==> config.mk <==
export PLATFORM = sky130hd
export DESIGN_NAME = fft_frame_scheduler
export DESIGN_NICKNAME = d
export VERILOG_FILES = /design/src/rtl/dav_pkg.sv /design/src/rtl/fft_frame_scheduler_toggle_sync.sv /design/src/rtl/fft_frame_scheduler.sv
export SDC_FILE = /design/constraint.sdc
export NUM_CORES = 1
export LEC_CHECK = 0
export BUFFER_PORTS_ARGS = -buffer_cell sky130_fd_sc_hd__buf_2
export CORE_MARGIN = 2
export CORE_UTILIZATION = 56
export CTS_CLUSTER_SIZE = 10
export DETAILED_ROUTE_END_ITERATION = 8
export GPL_ROUTABILITY_DRIVEN = 0
export PLACE_DENSITY = 0.8
export SETUP_SLACK_MARGIN = 0.5
export SYNTH_ARGS = -nofsm -noshare
export SYNTH_HDL_FRONTEND = slang
export SYNTH_SLANG_ARGS = --single-unit
==> constraint.sdc <==
create_clock -name clk -period 2.4 [get_ports clk]
set_input_delay 0 -clock clk [delete_from_list [all_inputs] [get_ports clk]]
set_output_delay 0 -clock clk [all_outputs]
set_load 0.05 [all_outputs]
==> src/rtl/dav_pkg.sv <==
// Shared types and defaults for the FFT frame scheduler.
// Scheduler state encoding, timing defaults derived from the FFT pipeline depth, and a small state helper.
package dav_pkg;

  localparam int N_STAGES = 96;

  // Watchdog allows a third of the pipeline depth on top of the nominal latency.
  localparam int SCHED_TIMEOUT    = N_STAGES + N_STAGES / 3;
  localparam int SCHED_RST_CYCLES = N_STAGES / 24;

  typedef enum logic [2:0] {
    ST_INIT,
    ST_WAIT,
    ST_START,
    ST_RUN,
    ST_RECOVER
  } sched_state_t;

  function automatic logic is_busy(sched_state_t s);
    return (s == ST_START) || (s == ST_RUN);
  endfunction

endpackage

==> src/rtl/fft_frame_scheduler_toggle_sync.sv <==
// Brings a per-frame toggle into the local clock domain and emits a one-cycle req per change.
// Two synchronizer flops plus a history flop; req is registered so it is glitch-free downstream.
module toggle_sync (
  input  logic clk,
  input  logic rst,
  input  logic toggle,
  output logic req
);

  logic s1, s2, s3;

  always_ff @(posedge clk or posedge rst) begin
    if (rst) begin
      s1  <= 1'b0;
      s2  <= 1'b0;
      s3  <= 1'b0;
      req <= 1'b0;
    end else begin
      s1  <= toggle;
      s2  <= s1;
      s3  <= s2;
      req <= s2 ^ s3;
    end
  end

endmodule

==> src/rtl/fft_frame_scheduler.sv <==
// Sequences the FFT core per frame: start pulses, done tracking, watchdog recovery and debug counters.
// Optional build macro FFT_SCHED_PENDING_EN keeps one request pending while a frame is in flight.
module fft_frame_scheduler
  import dav_pkg::*;
#(
  parameter int TIMEOUT_CYCLES = SCHED_TIMEOUT,
  parameter int RST_CYCLES     = SCHED_RST_CYCLES,
  parameter int DECIM          = 1,
  parameter int CNT_W          = 16
) (
  input  logic             clk,
  input  logic             rst,
  input  logic             frame_toggle,
  input  logic             enable,
  input  logic             fft_done,
  output logic             fft_start,
  output logic             fft_rst,
  output logic             busy,
  output logic             result_valid,
  output logic             bank,
  output logic [CNT_W-1:0] frames_done,
  output logic [CNT_W-1:0] overruns,
  output logic [CNT_W-1:0] timeouts
);

  localparam int WD_W  = $clog2(TIMEOUT_CYCLES + 1);
  localparam int RC_W  = $clog2(RST_CYCLES + 1);
  localparam int DEC_W = $clog2(DECIM + 1);

  localparam logic [WD_W-1:0]  WD_LAST  = WD_W'(TIMEOUT_CYCLES - 1);
  localparam logic [RC_W-1:0]  RC_LAST  = RC_W'(RST_CYCLES - 1);
  localparam logic [DEC_W-1:0] DEC_LAST = DEC_W'(DECIM - 1);

  sched_state_t     state, state_next;
  logic [WD_W-1:0]  wd_cnt;
  logic [RC_W-1:0]  rc_cnt;
  logic [DEC_W-1:0] dec_cnt, dec_next;
  logic             req;
  logic             done_d;
  logic             done_rise;
  logic             accept;
  logic             complete;
  logic             timeout_evt;
  logic             overrun_evt;
`ifdef FFT_SCHED_PENDING_EN
  logic             pending, pending_next;
`endif

  toggle_sync u_sync (
    .clk    (clk),
    .rst    (rst),
    .toggle (frame_toggle),
    .req    (req)
  );

  // Only a fresh rising edge counts, so a done level left over from the last frame is ignored.
  assign done_rise = fft_done && !done_d;

  always_comb begin
    state_next   = state;
    dec_next     = dec_cnt;
    fft_start    = 1'b0;
    fft_rst      = 1'b0;
    busy         = is_busy(state);
    result_valid = 1'b0;
    accept       = 1'b0;
    complete     = 1'b0;
    timeout_evt  = 1'b0;
    overrun_evt  = 1'b0;
`ifdef FFT_SCHED_PENDING_EN
    pending_next = pending;
`endif

    case (state)
      ST_INIT, ST_RECOVER: begin
        fft_rst     = 1'b1;
        overrun_evt = req;
        if (rc_cnt == RC_LAST) state_next = ST_WAIT;
      end

      ST_WAIT: begin
`ifdef FFT_SCHED_PENDING_EN
        accept       = pending || (req && enable);
        pending_next = 1'b0;
`else
        accept = req && enable;
`endif
        if (accept) begin
          if (dec_cnt == DEC_LAST) begin
            dec_next   = '0;
            state_next = ST_START;
          end else begin
            dec_next = dec_cnt + DEC_W'(1);
          end
        end
      end

      ST_START, ST_RUN: begin
        if (state == ST_START) begin
          fft_start  = 1'b1;
          state_next = ST_RUN;
        end else if (done_rise) begin
          result_valid = 1'b1;
          complete     = 1'b1;
          state_next   = ST_WAIT;
        end else if (wd_cnt == WD_LAST) begin
          timeout_evt = 1'b1;
          state_next  = ST_RECOVER;
        end
`ifdef FFT_SCHED_PENDING_EN
        if (timeout_evt) begin
          overrun_evt  = req;
          pending_next = 1'b0;
        end else if (req) begin
          if (pending) overrun_evt = 1'b1;
          else         pending_next = 1'b1;
        end
`else
        overrun_evt = req;
`endif
      end

      default: state_next = ST_INIT;
    endcase
  end

  always_ff @(posedge clk or posedge rst) begin
    if (rst) begin
      state       <= ST_INIT;
      rc_cnt      <= '0;
      wd_cnt      <= '0;
      dec_cnt     <= '0;
      done_d      <= 1'b0;
      bank        <= 1'b0;
      frames_done <= '0;
      overruns    <= '0;
      timeouts    <= '0;
    end else begin
      state   <= state_next;
      rc_cnt  <= ((state == ST_INIT || state == ST_RECOVER) && state_next == state)
                 ? rc_cnt + RC_W'(1) : '0;
      wd_cnt  <= (state == ST_RUN) ? wd_cnt + WD_W'(1) : '0;
      dec_cnt <= dec_next;
      done_d  <= fft_done;
      bank    <= bank ^ complete;
      // Statistics saturate so a long-running board never shows a wrapped small count.
      if (complete && !(&frames_done)) frames_done <= frames_done + CNT_W'(1);
      if (overrun_evt && !(&overruns)) overruns <= overruns + CNT_W'(1);
      if (timeout_evt && !(&timeouts)) timeouts <= timeouts + CNT_W'(1);
    end
  end

`ifdef FFT_SCHED_PENDING_EN
  always_ff @(posedge clk or posedge rst) begin
    if (rst) pending <= 1'b0;
    else     pending <= pending_next;
  end
`endif

endmodule

==> results of run 1 <==
flip-flops by register name (all words and copies together), names as in the netlist:
register     cells
bank             1
state            3
u_sync.s3        1
timeouts        16
frames_done     16
wd_cnt           8
u_sync.s2        1
u_sync.req       1
u_sync.s1        1
rc_cnt           3
done_d           1
overruns        16
synthesized netlist by cell type, types with 2 or more instances:
cell type / instances
a21oi_1: 2
o21a_1: 2
nor4b_1: 5
xor2_1: 37
or4_1: 2
nor2_1: 17
nand2_1: 20
buf_2: 5
and2_1: 2
nand4_1: 16
buf_6: 2
mux2_2: 6
nor3b_1: 4
inv_1: 10
nand3_1: 14
nor4_4: 2
dfrtp_1: 68
and3_1: 7
o21ai_0: 3
and4_1: 5
xnor2_1: 12
nor3_1: 13
o211ai_1: 2
ha_1: 6
nor4_1: 19
layer usage:
| layer | share of wire | wire length [µm] | GRT usage | vias up |
|---|---|---|---|---|
| li1 | - | - | - | 1208 |
| met1 | 0.45 | 3080 | 0.295 | 1216 |
| met2 | 0.49 | 3350 | 0.362 | 57 |
| met3 | 0.045 | 307 | 0.0567 | 14 |
| met4 | 0.014 | 94 | 0.0864 | 0 |
| met5 | 0 | 0 | 0 | - |
worst max-delay path: cells and delay by family, from the launching register on:
kind                       cells  cell delay (ps)
muxes                          1              300
DFF                            1              390
and+or+nand+nor                3              820
adders and majority gates      1              220
metrics by stage:
| stage | worst slack, ps | hold WS [ps] | power [W] | cells | util |
|---|---|---|---|---|---|
| CTS | 502 | 189 | 0.00358 | 443 | 0.709 |
| detailed placement | 410 | 11.8 | 0.00247 | 423 | 0.659 |
| finish | 564 | 193 | 0.00359 | 446 | 0.730 |
| global route | 375 | 233 | 0.00376 | 446 | 0.730 |
| global placement | 471 | 4.97 | 0.00243 | 423 | 0.659 |
| floorplan | 488 | 31.4 | 0.00225 | 297 | - |
kinds of logic (layout without fill, tap and decap cells):
family / after synthesis / after routing / synth area share
buf+inv: 18 / 95 / 0.0281
compound gates: 12 / 12 / 0.0235
fa+ha+maj: 6 / 6 / 0.0228
flops: 68 / 68 / 0.516
mux: 7 / 7 / 0.0235
xor+xnor: 49 / 49 / 0.130
simple gates: 137 / 137 / 0.256
timing repair:
action                                 in CTS  in global routing
pin swaps                                   0                  6
gates resized for setup                     2                 17
hold buffers                                4                  0
setup endpoints to repair                   5                 32
endpoints found under the hold margin      20                  0
buffers inserted                            0                  3
worst max-delay path by stage:
| stage | from | end | slack [ps] | cells past startpoint |
|---|---|---|---|---|
| finish | overruns[0] | overruns[1] | 560 | 5 |
| global route | state[1] | overruns[15] | 370 | 4 |
| CTS | frames_done[0] | frames_done[11] | 500 | 6 |
| detailed placement | state[1] | frames_done[15] | 410 | 4 |
| global placement | state[1] | frames_done[15] | 470 | 4 |
| floorplan | timeouts[11] | timeouts[14] | 490 | 5 |
power by group:
part           total [W]  internal (W)  switching (W)  leakage (nW)
Sequential       0.00150       0.00130       0.000199         0.858
Clock            0.00110      0.000671       0.000432         0.116
Combinational   0.000987      0.000275       0.000711          1.03
Total            0.00359       0.00225        0.00134          2.00
layout make-up:
type	instances	area, µm²	share of cell area
sequential	68	1720	0.421
multi-input combinational	211	1610	0.393
timing repair buffer	69	398	0.0972
clock buffer	13	169	0.0413
tap	72	90.1	0.0220
clock inverter	3	67.6	0.0165
inverter	10	37.5	0.00917
==> results_dict.tcl, run 1 <==
set metrics [dict create \
    finClkSkew_ps 13.4 \
    syn-num-nets 308 \
    die_h_um 80.7 \
    area_growth_pct 24.1 \
    cts_tree "done" \
    crit_path_max_incr_delay_ps 530 \
    design_area_mm2 0.00409 \
    fmax_mhz 545 \
    cts_buffers 9 \
    async_flop_share 1.00 \
    hold_viol 0 \
    synth_seq_cells 68 \
    portBuffers 57 \
    dp_hpwl_um 4680 \
    synth_edf_count 0 \
    avgSynthCellArea_um2 11.1 \
    drv_slew 0 \
    firstDrtPassIters 4 \
    cap_viol_max_count 0 \
    die_area_mm2 0.00652 \
    clk_latency_ps 340 \
    layout_commonest_cell "buf_2" \
    placed_cell_area_mm2 0.00370 \
    clk_pin_slew_ps 70 \
    layout_common_cells "57 x buf_2, 50 x dfrtp_1, 37 x xor2_1" \
    fin_tns_setup_ps 0 \
    htreeDepth 3 \
    status "finished clean" \
    grt_use_total 0.225 \
    final_nets 380 \
    slew-limit-headroom 0.636 \
    grt_pass1_vias 2378 \
    rrSetupSlack_ps 560 \
    yosysTopAreaCell "dfrtp_1" \
    worstPathMaxFanout 5 \
    critPathLaunchType "flip-flop" \
    synth_flop_cell "dfrtp_1" \
    p_leak_nw 2.00 \
    antenna_cells 0 \
    finalSetupViolCount 0 \
    root_buffer "clkbuf_8" \
    ys_types 41 \
    synth_top_area_share 0.516 \
    rsz0062_at_grt "yes" \
    ys_seq_area_frac 0.516 \
    grt_max_degree 34 \
    power.density_mw_per_mm2 877 \
    drc_errors 0 \
    r2r_end "overruns[1]" \
    synth_cells 297 \
    rr_worst_depth 5 \
    yosys-top-cells-area "dfrtp_1 52%, xor2_1 9.8%, nor4_1 3.6%, xnor2_1 3.2%, nand4_1 3.0%" \
    min_period_ps 1840 \
    netlist_area_mm2 0.00330 \
    clock_path_buffers 2 \
    die_w_um 80.7 \
    drive_gt1_frac 0.348 \
    required_ps 2630 \
    via_count 2495 \
    drtIter0Drc 108 \
    critPathCaptureType "flip-flop" \
    via_per_inst 5.59 \
    fin_crit_sh 0.765 \
    ant_nets 0 \
    worstReg2RegStart "overruns[0]" \
    cp.arrival_ps 2060 \
    cts.sinks 68 \
    start_util 0.588 \
    hold_class "primary input to asynchronous set/reset pin" \
    slowest_stage "nor4_2" \
    worst-setup-path-type "flip-flop to flip-flop" \
    grt_pass1_wl_um 11200 \
    core_area_mm2 0.00561 \
    drt_wl_total_um 6830 \
    ir_drop_v 0.000704 \
    crit_chain "ha_1 -> nand3_1 -> nor4_2 -> nor2_1 -> mux2_2" \
    worst_pin_slew_ps 542 \
    rows 27 \
    fillCellCount 408 \
    avgRoutedWirePerCell_um 15.3 \
    ys_warn_count 0 \
    io_pins 58 \
    grt-ovfl-total 0 \
    antenna_found_initial 0 \
]
No activity file was read; power rests on OpenSTA's default activity.
==> run 2: changes to the inputs <==
==> constraint.sdc (replaced) <==
create_clock -name clk -period 1.85 [get_ports clk]
set_input_delay 0 -clock clk [delete_from_list [all_inputs] [get_ports clk]]
set_output_delay 0 -clock clk [all_outputs]
set_load 0.05 [all_outputs]
==> results_dict.tcl, run 2 <==
set metrics [dict create \
    synth_top_area_share 0.516 \
    tool.error "[ERROR DPL-0038] Utilization greater than 100%, impossible to legalize" \
    avgSynthCellArea_um2 11.1 \
    stop_stage "5_1_grt" \
    postGrtWorstEndpoint "frames_done[13]$_DFFE_PP0P_/D" \
    ys_warn_count 0 \
    status "stopped before the end" \
    ys_seq_area_frac 0.516 \
    netlist_area_mm2 0.00330 \
    rows 27 \
    cts_buffers 9 \
    grt_max_degree 69 \
    synth_flop_cell "dfrtp_1" \
    synth_edf_count 0 \
    die_w_um 80.7 \
    synth_common_cells "68 x dfrtp_1, 37 x xor2_1, 20 x nand2_1" \
    clock_path_buffers 2 \
    yosysTopAreaCell "dfrtp_1" \
    ys_types 41 \
    synth_cells 297 \
    synth_seq_cells 68 \
    synth_most_common_cell "dfrtp_1" \
    async_flop_share 1.00 \
    root_buffer "clkbuf_8" \
    htreeDepth 3 \
    yosys-top-cells-area "dfrtp_1 52%, xor2_1 9.8%, nor4_1 3.6%, xnor2_1 3.2%, nand4_1 3.0%" \
    portBuffers 57 \
    start_util 0.588 \
    io_pins 58 \
    worst_path_end_type "register data pin" \
    syn-num-nets 308 \
    cts.sinks 68 \
    die_h_um 80.7 \
    dp_cells 439 \
    dp_hpwl_um 4980 \
]
==> run 2: cell families after synthesis <==
kind of cell	Yosys count	synth area share
adder cells (fa/ha/maj)	6	0.0228
AO/OA/AOI/OAI	12	0.0235
XOR/XNOR	49	0.130
flip-flops	68	0.516
multiplexers	7	0.0235
AND/OR/NAND/NOR	137	0.256
buffers and inverters	18	0.0281
==> run 2: repair_timing <==
action,in CTS
setup endpoints to repair,53
gates resized for setup,87
gates cloned,2
buffers inserted,56
pin swaps,56
hold endpoints to repair,71
hold buffers,4
==> run 2: stage by stage <==
step / util / cell area [µm²] / hold WS (ps) / setup slack, ps
3_3_place_gp: 0.750 / 4210 / 109 / 103
3_5_place_dp: 0.750 / 4210 / 110 / 36.4
2_1_floorplan: - / 3750 / 31.4 / 71.3
4_1_cts: 0.942 / 5280 / 253 / 119
==> run 3: changes to the inputs <==
--- a/config.mk
+++ b/config.mk
@@ -7,12 +7,10 @@
 export LEC_CHECK = 0
 export BUFFER_PORTS_ARGS = -buffer_cell sky130_fd_sc_hd__buf_2
 export CORE_MARGIN = 2
-export CORE_UTILIZATION = 56
-export CTS_CLUSTER_SIZE = 10
+export CORE_UTILIZATION = 40
 export DETAILED_ROUTE_END_ITERATION = 8
 export GPL_ROUTABILITY_DRIVEN = 0
-export PLACE_DENSITY = 0.8
-export SETUP_SLACK_MARGIN = 0.5
+export PLACE_DENSITY_LB_ADDON = 0.15
 export SYNTH_ARGS = -nofsm -noshare
 export SYNTH_HDL_FRONTEND = slang
 export SYNTH_SLANG_ARGS = --single-unit
==> results_dict.tcl, run 3 (synthesized netlist as in run 1, its figures left out) <==
set metrics [dict create \
    cts.sinks 68 \
    clk_pin_slew_ps 70 \
    rows 33 \
    p_leak_nw 2.05 \
    power.density_mw_per_mm2 1130 \
    clock_path_buffers 2 \
    required_ps 2070 \
    core_area_mm2 0.00809 \
    critPathLaunch "wd_cnt[0]" \
    start_util 0.408 \
    antenna_cells 0 \
    cp.arrival_ps 1990 \
    hold_ws_ps 261 \
    drt_wl_total_um 6580 \
    worst-setup-path-type "flip-flop to flip-flop" \
    final_nets 393 \
    grt_max_degree 69 \
    fin_tns_setup_ps 0 \
    grt-ovfl-total 0 \
    finClkSkew_ps 9.51 \
    hold_viol 0 \
    area_growth_pct 27.5 \
    p_switching_w 0.00170 \
    io_pins 58 \
    cap_viol_max_count 0 \
    die_area_mm2 0.00899 \
    drc_errors 0 \
    fmax_mhz 565 \
    status "finished clean" \
    die_w_um 94.8 \
    grt_use_total 0.155 \
    rsz0062_at_grt "yes" \
    fin_crit_sh 0.957 \
    via_per_inst 5.16 \
    firstDrtPassIters 4 \
    htreeDepth 3 \
    antenna_found_initial 0 \
    layout_commonest_cell "buf_2" \
    cts_tree "done" \
    finalSetupViolCount 0 \
    dp_hpwl_um 4700 \
    avgRoutedWirePerCell_um 13.4 \
    via_count 2540 \
    worstPathMaxFanout 16 \
    power_frac_comb 0.286 \
    dp_cells 469 \
    layout_common_cells "57 x buf_2, 45 x dfrtp_1, 37 x xor2_1" \
    drtIter0Drc 41 \
    p_clk_frac 0.315 \
    largestRegisters "frames_done (16), overruns (16), timeouts (16)" \
    slew-limit-headroom 0.689 \
    worstReg2RegStart "wd_cnt[0]" \
    root_buffer "clkbuf_8" \
    worst_pin_slew_ps 464 \
    stdcell_count 492 \
    ant_nets 0 \
    drive_gt1_frac 0.359 \
    clk_latency_ps 330 \
    grt_pass1_wl_um 11000 \
    grt_pass1_vias 2398 \
    final_core_util 0.520 \
    portBuffers 57 \
    seq_power_share 0.400 \
    drv_slew 0 \
    critPathLaunchType "flip-flop" \
    swShare 0.360 \
    critPathCaptureType "flip-flop" \
    die_h_um 94.8 \
    min_period_ps 1770 \
    cts_buffers 9 \
    ir_drop_v 0.000487 \
    hold_class "primary input to asynchronous set/reset pin" \
    p_int_w 0.00303 \
]
==> run 3: worst paths after layout <==
check / end / slack (ps) / cells after the start
max: timeouts[1] / 80 / 5
min: overruns[6] / 260 / 4
max reg2reg: timeouts[1] / 80 / 5
min reg2reg: u_sync.s2 / 350 / 0
max in group asynchronous: overruns[0] / 1240 / 4
min in group clk: u_sync.s1 / 300 / 2
==> run 3: per-stage QoR <==
step	setup slack (ps)	power (W)	instance area, µm²
2_1_floorplan	-9.17	0.00292	3340
3_3_place_gp	37.2	0.00327	3860
3_5_place_dp	-8.90	0.00329	3860
4_1_cts	44.9	0.00481	4150
5_1_grt	-21.2	0.00500	4210
6_report	79.7	0.00473	4210
==> run 3: area by class of cell <==
class	instances	area (µm²)
Inverter	10	37.5
Tap cell	105	131
Sequential cell	68	1730
Fill cell	804	3890
Clock inverter	6	111
Clock buffer	10	138
Timing Repair Buffer	82	508
Multi-Input combinational cell	211	1550
==> run 3: timing repair <==
action	in CTS	in global routing
setup buffers	0	3
cloned	0	0
hold endpoints to repair	71	0
setup endpoints to repair	2	8
hold buffers	4	0
gates resized for setup	1	4
==> run 3: per-layer routing <==
layer	vias to the layer above	global-route usage	routed length, µm
li1	1246	-	-
met5	-	0	0
met4	0	0.0688	106
met2	51	0.248	3100
met1	1234	0.204	3100
met3	9	0.0335	265
==> run 3: critical path, stage by stage (launching register included) <==
cell and delay, ps:
dfrtp_1 380, ha_1 190, and3_1 240, nand4_4 240, nor2_1 260, mux2_2 350
==> run 3: power groups by stage <==
| stage | Clock [W] | Combinational, W | Sequential [W] |
|---|---|---|---|
| global route | 0.00160 | 0.00147 | 0.00193 |
| detailed placement | 0 | 0.00136 | 0.00193 |
| floorplan | 0 | 0.000624 | 0.00230 |
| finish | 0.00149 | 0.00135 | 0.00189 |
| global placement | 0 | 0.00135 | 0.00192 |
| CTS | 0.00154 | 0.00137 | 0.00190 |
==> run 4: changes to the inputs <==
--- a/config.mk
+++ b/config.mk
@@ -14,3 +14,4 @@
 export SYNTH_ARGS = -nofsm -noshare
 export SYNTH_HDL_FRONTEND = slang
 export SYNTH_SLANG_ARGS = --single-unit
+export TNS_END_PERCENT = 1
==> constraint.sdc (replaced) <==
create_clock -name clk -period 1.49 [get_ports clk]
set_input_delay 0 -clock clk [delete_from_list [all_inputs] [get_ports clk]]
set_output_delay 0 -clock clk [all_outputs]
set_load 0.05 [all_outputs]
==> results_dict.tcl, run 4 (synthesized netlist as in run 1, its figures left out) <==
set metrics [dict create \
    drtIter0Drc 67 \
    fin_crit_sh 1.14 \
    die_w_um 94.8 \
    critPathCaptureType "flip-flop" \
    io_pins 58 \
    seq_power_share 0.370 \
    required_ps 1760 \
    crit_chain "buf_6 -> mux2i_1 -> buf_4 -> nand4_1 -> nor4b_1 -> xor2_1" \
    dp_hpwl_um 5520 \
    antenna_found_initial 0 \
    power_frac_comb 0.360 \
    layout_common_cells "89 x buf_4, 53 x buf_2, 43 x dfrtp_1" \
    clk_pin_slew_ps 70 \
    swShare 0.369 \
    ant_nets 0 \
    final_core_util 0.619 \
    grt_pass1_vias 2866 \
    rsz0062_at_grt "yes" \
    fillCellCount 694 \
    finalSetupViolCount 41 \
    grt_use_total 0.198 \
    via_per_inst 5.08 \
    cts_tree "done" \
    worst-setup-path-type "flip-flop to flip-flop" \
    p_clk_frac 0.270 \
    drt_wl_total_um 8180 \
    clk_latency_ps 350 \
    p_int_w 0.00393 \
    grt_max_degree 50 \
    status "complete, but fails checks" \
    crit_path_max_incr_delay_ps 400 \
    die_area_mm2 0.00899 \
    die_h_um 94.8 \
    drc_errors 0 \
    start_util 0.408 \
    drv_slew 0 \
    firstDrtPassIters 4 \
    rr_worst_depth 6 \
    fin_ws_ps -214 \
    cp.arrival_ps 1970 \
    fmax_mhz 587 \
    root_buffer "clkbuf_8" \
    power.density_mw_per_mm2 1240 \
    area_growth_pct 52.0 \
    cap_viol_max_count 0 \
    final_nets 467 \
    min_period_ps 1700 \
    core_area_mm2 0.00809 \
    avgRoutedWirePerCell_um 14.4 \
    design_area_mm2 0.00501 \
    largestRegisters "frames_done (16), overruns (16), timeouts (16)" \
    violations "setup timing" \
    pre_cts_ws_ps -355 \
    grt-ovfl-total 0 \
    finClkSkew_ps 7.37 \
    portBuffers 57 \
    grt_pass1_wl_um 13800 \
    drive_gt1_frac 0.551 \
    htreeDepth 3 \
    hold_ws_ps 262 \
    hold_class "primary input to asynchronous set/reset pin" \
    ir_drop_v 0.000724 \
    antenna_cells 0 \
    via_count 2875 \
    p_switching_w 0.00229 \
    cts_buffers 9 \
    clock_path_buffers 2 \
    cts.sinks 68 \
    layout_commonest_cell "buf_4" \
    slowest_stage "dfrtp_1" \
    placed_cell_area_mm2 0.00441 \
    worstPathMaxFanout 4 \
    worst_pin_slew_ps 377 \
    slew-limit-headroom 0.745 \
    rows 33 \
    p_leak_nw 2.47 \
    critPathLaunchType "flip-flop" \
    hold_viol 0 \
]
==> run 4: what timing repair did <==
item,in CTS,in global routing
cloned,1,0
hold buffers,4,0
resized for setup,40,31
setup endpoints to repair,47,53
pin swaps,10,12
endpoints found under the hold margin,71,0
setup buffers,3,0
==> run 4: area by class of cell <==
cell class              count  area (µm²)  area share
clock buffers              11         141      0.0282
clock inverters             5        75.1      0.0150
inverters                  10        43.8     0.00874
multi-input cells         212        1800       0.360
flip-flops and latches     68        1730       0.346
well taps                 105         131      0.0262
repair buffers            155        1080       0.216
==> run 4: per-stage QoR <==
step | total power [W] | setup TNS [ps] | std cells
2_1_floorplan | 0.00363 | -12200 | 297
3_3_place_gp | 0.00437 | -7290 | 542
3_5_place_dp | 0.00441 | -8040 | 542
4_1_cts | 0.00619 | -5500 | 566
5_1_grt | 0.00661 | -8580 | 566
6_report | 0.00622 | -4310 | 566
==> run 4: routing by layer <==
metal | wire length [µm] | track usage | vias to the layer above | part of all wire
met1 | 3620 | 0.259 | 1428 | 0.44
met2 | 4170 | 0.323 | 48 | 0.51
met3 | 283 | 0.0551 | 8 | 0.035
met5 | 0 | 0 | - | 0
li1 | - | - | 1391 | -
met4 | 103 | 0.0568 | 0 | 0.013
==> run 4: power groups by stage <==
stage	clock (W)	sequential, W	combinational, W
after floorplan	0	0.00286	0.000775
after global placement	0	0.00230	0.00207
after detailed placement	0	0.00231	0.00210
after CTS	0.00172	0.00228	0.00219
after global routing	0.00185	0.00233	0.00243
final	0.00168	0.00230	0.00224
==> run 4: worst paths after layout <==
check | from | end | slack [ps]
worst max-delay path | state[2] | overruns[12] | -210
min in group clk | frame_toggle | u_sync.s1 | 290
worst min-delay path | rst | overruns[13] | 260
worst max register to register | state[2] | overruns[12] | -210
max in group asynchronous | rst | overruns[11] | 950
worst min register to register | u_sync.s1 | u_sync.s2 | 350
==> run 4: critical path: cells and delay by family (launching register included) <==
kind	cells	cell delay (ps)
flip-flops	1	400
XOR/XNOR	1	180
buffers and inverters	2	280
multiplexers	1	130
AND/OR/NAND/NOR	2	630
